==> src/rtl/audio_test_pkg.sv <==
// Shared types and constants for the audio bypass/test datapath.
package audio_test_pkg;

    typedef enum logic [1:0] {
        MODE_PASS  = 2'b00,
        MODE_ATTEN = 2'b01,
        MODE_DELAY = 2'b10,
        MODE_MUTE  = 2'b11
    } mode_t;

    localparam int AUDIO_W = 16;

    localparam logic CH_LEFT  = 1'b0;
    localparam logic CH_RIGHT = 1'b1;

endpackage

==> src/rtl/lr_edge_sync.sv <==
// Synchronises the I2S word-select into clk and flags either edge as a one-cycle strobe.
module lr_edge_sync (
    input  logic clk,
    input  logic reset,
    input  logic l_r_clk,
    output logic strobe,
    output logic chan
);

    logic s1_q, s2_q, s3_q;
    logic s1_d, s2_d, s3_d;

    always_comb begin
        s1_d = l_r_clk;
        s2_d = s1_q;
        s3_d = s2_q;
    end

    always_ff @(posedge clk or posedge reset) begin
        if (reset) begin
            s1_q <= 1'b0;
            s2_q <= 1'b0;
            s3_q <= 1'b0;
        end else begin
            s1_q <= s1_d;
            s2_q <= s2_d;
            s3_q <= s3_d;
        end
    end

    assign strobe = s2_q ^ s3_q;
    assign chan   = s2_q;

endmodule

==> src/rtl/audio_bypass_tester.sv <==
// Test stand-in for the audio filter: pass, attenuate, per-channel delay or mute,
// one sample per l_r_clk edge with a fixed 3-clk edge-to-output latency.
module audio_bypass_tester
    import audio_test_pkg::*;
#(
    parameter int DATA_W      = AUDIO_W,
    parameter int DELAY_DEPTH = 8,
    parameter int SHIFT_W     = 2
) (
    input  logic                     clk,
    input  logic                     reset,
    input  logic                     l_r_clk,
    input  logic signed [DATA_W-1:0] audio_in,
    input  logic [1:0]               mode,
    input  logic [SHIFT_W-1:0]       shift,
    output logic signed [DATA_W-1:0] audio_out,
    output logic                     sample_valid,
    output logic                     chan_out
);

    localparam int PTR_W = $clog2(DELAY_DEPTH);

    logic strobe;
    logic chan;

    lr_edge_sync u_lr_edge_sync (
        .clk     (clk),
        .reset   (reset),
        .l_r_clk (l_r_clk),
        .strobe  (strobe),
        .chan    (chan)
    );

    logic signed [DATA_W-1:0] x_q, x_d;
    mode_t                    mode_q, mode_d;
    logic [SHIFT_W-1:0]       shift_q, shift_d;
    logic                     chan_q, chan_d;
    logic                     stage_vld_q, stage_vld_d;

    logic signed [DATA_W-1:0] out_q, out_d;
    logic                     vld_q, vld_d;
    logic                     chan_out_q, chan_out_d;

    logic signed [DATA_W-1:0] mem_q [2][DELAY_DEPTH];
    logic signed [DATA_W-1:0] mem_d [2][DELAY_DEPTH];
    logic [PTR_W-1:0]         wptr_q, wptr_d;
    logic signed [DATA_W-1:0] rd_word;

    always_comb begin
        x_d         = x_q;
        mode_d      = mode_q;
        shift_d     = shift_q;
        chan_d      = chan_q;
        stage_vld_d = strobe;
        out_d       = out_q;
        vld_d       = 1'b0;
        chan_out_d  = chan_out_q;
        mem_d       = mem_q;
        wptr_d      = wptr_q;
        rd_word     = mem_q[chan_q][wptr_q];

        if (strobe) begin
            x_d     = audio_in;
            mode_d  = mode_t'(mode);
            shift_d = shift;
            chan_d  = chan;
        end

        // History is written in every mode so DELAY has valid data the moment it is selected.
        if (stage_vld_q) begin
            case (mode_q)
                MODE_PASS:  out_d = x_q;
                MODE_ATTEN: out_d = x_q >>> shift_q;
                MODE_DELAY: out_d = rd_word;
                default:    out_d = '0;
            endcase
            vld_d                 = 1'b1;
            chan_out_d            = chan_q;
            mem_d[chan_q][wptr_q] = x_q;
            if (chan_q == CH_RIGHT) begin
                wptr_d = wptr_q + 1'b1;
            end
        end
    end

    always_ff @(posedge clk or posedge reset) begin
        if (reset) begin
            x_q         <= '0;
            mode_q      <= MODE_PASS;
            shift_q     <= '0;
            chan_q      <= CH_LEFT;
            stage_vld_q <= 1'b0;
            out_q       <= '0;
            vld_q       <= 1'b0;
            chan_out_q  <= CH_LEFT;
            wptr_q      <= '0;
            for (int c = 0; c < 2; c++) begin
                for (int i = 0; i < DELAY_DEPTH; i++) begin
                    mem_q[c][i] <= '0;
                end
            end
        end else begin
            x_q         <= x_d;
            mode_q      <= mode_d;
            shift_q     <= shift_d;
            chan_q      <= chan_d;
            stage_vld_q <= stage_vld_d;
            out_q       <= out_d;
            vld_q       <= vld_d;
            chan_out_q  <= chan_out_d;
            wptr_q      <= wptr_d;
            mem_q       <= mem_d;
        end
    end

    assign audio_out    = out_q;
    assign sample_valid = vld_q;
    assign chan_out     = chan_out_q;

endmodule

==> config.mk <==
export PLATFORM = sky130hd
export DESIGN_NAME = audio_bypass_tester
export DESIGN_NICKNAME = d
export VERILOG_FILES = /design/src/rtl/audio_test_pkg.sv /design/src/rtl/lr_edge_sync.sv /design/src/rtl/audio_bypass_tester.sv
export SDC_FILE = /design/constraint.sdc
export NUM_CORES = 1
export LEC_CHECK = 0
export CAP_MARGIN = 10
export CORE_MARGIN = 1.5
export CORE_UTILIZATION = 51
export CTS_CLUSTER_SIZE = 12
export DETAILED_ROUTE_END_ITERATION = 8
export PLACE_DENSITY = 0.68
export SYNTH_ARGS = -nofsm -noshare
export SYNTH_HDL_FRONTEND = slang
export SYNTH_HIERARCHICAL = 1
export SYNTH_SLANG_ARGS = --single-unit
==> constraint.sdc <==
create_clock -name clk -period 12.75 [get_ports clk]
set_clock_uncertainty 0.15 [all_clocks]
set_input_delay 2.55 -clock clk [delete_from_list [all_inputs] [get_ports clk]]
set_output_delay 2.55 -clock clk [all_outputs]
set_load 0.01 [all_outputs]
==> reports/qor.txt <==
========================================================================================
Synthesized flop and latch total ..........................................          302
Floorplan die height ......................................................       169 um
Width of the chip .........................................................       169 um
Clk slew on worst S/H paths ...............................................      0.06 ns
Worst setup path category .................................................  in -> async
Number of nets in the layout ..............................................          917
Synth top area share ......................................................        54.0%
Total congestion overflow after global routing ............................            0
Area used by multi-input combinational logic ..............................    5970 um^2
Pin count of the biggest net entering global routing ......................          216
Highest-delay cell along the critical path ................................ sky130_fd_sc_hd__buf_12
Hold-fix buffer count after cts ...........................................            0
Placed Cells incl. Taps ...................................................        1,198
Antenna-violating nets left ...............................................            0
Post-Syn Area per Cell ....................................................    15.7 um^2
Startpoint of the lowest-slack register-to-register path .................. chan_q$_DFFE_PP0P_
Launching instance or port of the critical path ...........................        reset
Outcome ................................................................... finished, final reports clean
Time the worst path needs with I/O delays and setup .......................      4.26 ns
Top-level port count ......................................................           41
Data required time of the critical path ...................................     13.03 ns
Die area ..................................................................  28,400 um^2
Number of buffers on the longest clock path ...............................            3
Netlist cell types ........................................................           47
Max cap viols .............................................................            0
Total negative slack ......................................................         0 ns
Largest area contributor in the synthesized netlist ....................... sky130_fd_sc_hd__dfrtp_1
RSZ-0062 raised after global routing ......................................           no
Vias in the first global route ............................................        8,700
Number of flops mapped to enable cells by yosys ...........................            0
Drt wl/cell ...............................................................      25.9 um
Cell area after synthesis .................................................  14,000 um^2
DRC violation total after the first TritonRoute iteration .................          589
CTS tree ..................................................................        built
Number of buffers created by CTS ..........................................           34
Power per unit of standard cell area ......................................  247 nW/um^2
Maximum fanout along the worst path .......................................          215
CTS-repair resized insts ..................................................            0
VDD IR max ................................................................      97.2 uV
Share of cells above drive strength 1 .....................................        48.5%
Initial standard-cell utilization of the core .............................        51.9%
Half-perimeter wire length of the detailed placement result ...............    19,400 um
Type of the tightest min-delay check ......................................   reg -> reg
DRC errors left ...........................................................            0
Largest incremental delay on the critical path ............................      0.76 ns
Post-Syn Instances ........................................................          890
Critical path capture point type .......................................... asynchronous set/reset pin
Worst slew margin .........................................................        21.7%
Wire length of the first global-routing pass ..............................    51,900 um
Worst-Margin Slew .........................................................      1.17 ns
H-tree levels .............................................................            2
Final hold viol count .....................................................            0
Number of antenna violations at the first check in global routing .........            0
CP arrival ................................................................      4.54 ns
Routed via count ..........................................................        7,810
Count of buffers inserted at the top-level ports ..........................           40
Routed wire length ........................................................    32,500 um
Storage element area ......................................................    7570 um^2
FP Rows ...................................................................           60
Leading post-synthesis cells by instance count ............................ sky130_fd_sc_hd__dfrtp_1 (302), sky130_fd_sc_hd__mux2_2 (288), sky130_fd_sc_hd__mux4_2 (74), sky130_fd_sc_hd__clkbuf_1 (40), sky130_fd_sc_hd__buf_2 (32)
Static leakage ............................................................   0.00663 uW
Startpoint kind of the worst setup timing path ............................    input pin
Global router's overall resource usage ....................................        24.2%
Final setup violation count ...............................................            0
Latest clock arrival within the worst-skew pair ...........................      0.51 ns
Buffer cell driving the clock tree root ................................... sky130_fd_sc_hd__clkbuf_16
Number of pins exceeding their max-slew limit in the final report .........            0
Number of nets in the synthesized netlist .................................          914
Achievable Freq ...........................................................      235 MHz
Detail-routed via count per cell ..........................................         6.21
Ratio of final minimum period to clock period .............................        33.4%
Core ar. ..................................................................  27,000 um^2
Post-CTS Setup Repair Bufs ................................................            0
Clock sink count ..........................................................          302
Launch instance of the worst min-delay path ............................... u_lr_edge_sync/s1_q$_DFF_PP0_
Routability congestion estimate ...........................................        0.783
Total number of yosys warnings ............................................            6
Final non-filler cell total ...............................................        1,257
Main synth FF type ........................................................ sky130_fd_sc_hd__dfrtp_1
Fraction of synthesis flops using an asynchronous set or reset pin ........         100%
Most frequent cell after synthesis ........................................ sky130_fd_sc_hd__dfrtp_1
Cell types with the largest area share after synthesis .................... sky130_fd_sc_hd__dfrtp_1 (54%), sky130_fd_sc_hd__mux2_2 (23%), sky130_fd_sc_hd__mux4_2 (12%)
Area growth, synth to finish ..............................................        11.4%
Filler instances ..........................................................        2,011
Number of inserted diodes .................................................            0
Portion of the post-synthesis area used by sequential elements ............        54.0%
Number of search-and-repair iterations in the first detailed-routing pass .            5
Cell Chain, Critical Path ................................................. clkdlybuf4s50_1 > inv_8 > buf_12
========================================================================================
[metal layers]
metal / routed length, um / global-route usage (%) / vias to the layer above / share of wire, %
met4: 1140 / 8.73 / 0 / 3.5
met3: 1530 / 4.09 / 73 / 4.7
met1: 13600 / 31.9 / 4197 / 42
met5: 0 / 0 / - / 0
met2: 16300 / 40.9 / 204 / 50
li1: - / - / 3336 / -
[kinds of logic (layout without fill, tap and decap cells)]
group / count (synthesis) / count (layout) / share of synthesized area, %
AOI/OAI and AO/OA: 49 / 49 / 2.67
xor gates and xnor gates: 3 / 3 / 0.188
adders and majority gates: 1 / 1 / 0.0894
buffers and inverters: 91 / 117 / 3.36
DFF: 302 / 302 / 54.0
muxes: 392 / 392 / 37.3
and+or+nand+nor: 52 / 52 / 2.39
[power by group]
group / internal [uW] / total, uW / switching, uW
Clock: 565 / 942 / 377
Combinational: 748 / 1210 / 465
Sequential: 1390 / 1690 / 300
Total: 2700 / 3850 / 1140
[critical path: cells and delay by family]
kind / cells / cell delay (ns)
buffers and inverters: 3 / 1.72
[per-stage QoR]
step,cell area [um^2],total power (uW),util [%],setup WS (ns),hold WS (ns)
floorplan,14000,2580,-,1.79,0.181
global placement,14500,2840,53.8,8.00,0.189
detailed placement,14500,2930,53.8,7.88,0.192
CTS,15600,3870,57.8,8.43,0.212
global route,15600,4060,57.8,8.19,0.225
finish,15600,3850,57.8,8.49,0.204
[layout make-up]
| cell class | instances | area share (%) |
|---|---|---|
| sequential | 302 | 48.6 |
| multi-input combinational | 497 | 38.3 |
| clock buffer | 56 | 6.79 |
| timing repair buffer | 54 | 3.33 |
| tap | 341 | 2.74 |
| inverter | 4 | 0.145 |
| clock inverter | 3 | 0.137 |
[state kept, by name (all words and copies together), names as in the netlist]
signal / flops
mode_q: 2
u_lr_edge_sync/s3_q: 1
mem_q: 256
stage_vld_q: 1
audio_out: 16
chan_out: 1
shift_q: 2
x_q: 16
chan_q: 1
wptr_q: 3
u_lr_edge_sync/chan: 1
u_lr_edge_sync/s1_q: 1
sample_valid: 1
[placed cells by master (no fill, tap or decap), types with 12 or more instances in the layout]
master	n
sky130_fd_sc_hd__dfrtp_1	299
sky130_fd_sc_hd__mux4_2	74
sky130_fd_sc_hd__clkdlybuf4s50_1	40
sky130_fd_sc_hd__mux2i_1	28
sky130_fd_sc_hd__clkbuf_16	37
sky130_fd_sc_hd__buf_4	13
sky130_fd_sc_hd__o22ai_1	12
sky130_fd_sc_hd__a221o_1	12
sky130_fd_sc_hd__clkbuf_1	13
sky130_fd_sc_hd__mux2_2	288
[worst paths after layout]
kind	endpoint	slack (ns)	cells past startpoint
setup / recovery	x_q[8]$_DFFE_PP0P_	8.49	3
hold / removal	u_lr_edge_sync/chan$_DFF_PP0_	0.20	0
setup reg to reg	mem_q[66]$_DFFE_PP0P_	9.22	5
hold reg to reg	u_lr_edge_sync/chan$_DFF_PP0_	0.20	0
max in group clk	audio_out[11]	8.60	1
min in group asynchronous	u_lr_edge_sync/s1_q$_DFF_PP0_	2.22	2
Power figures use the tool's default switching activity.
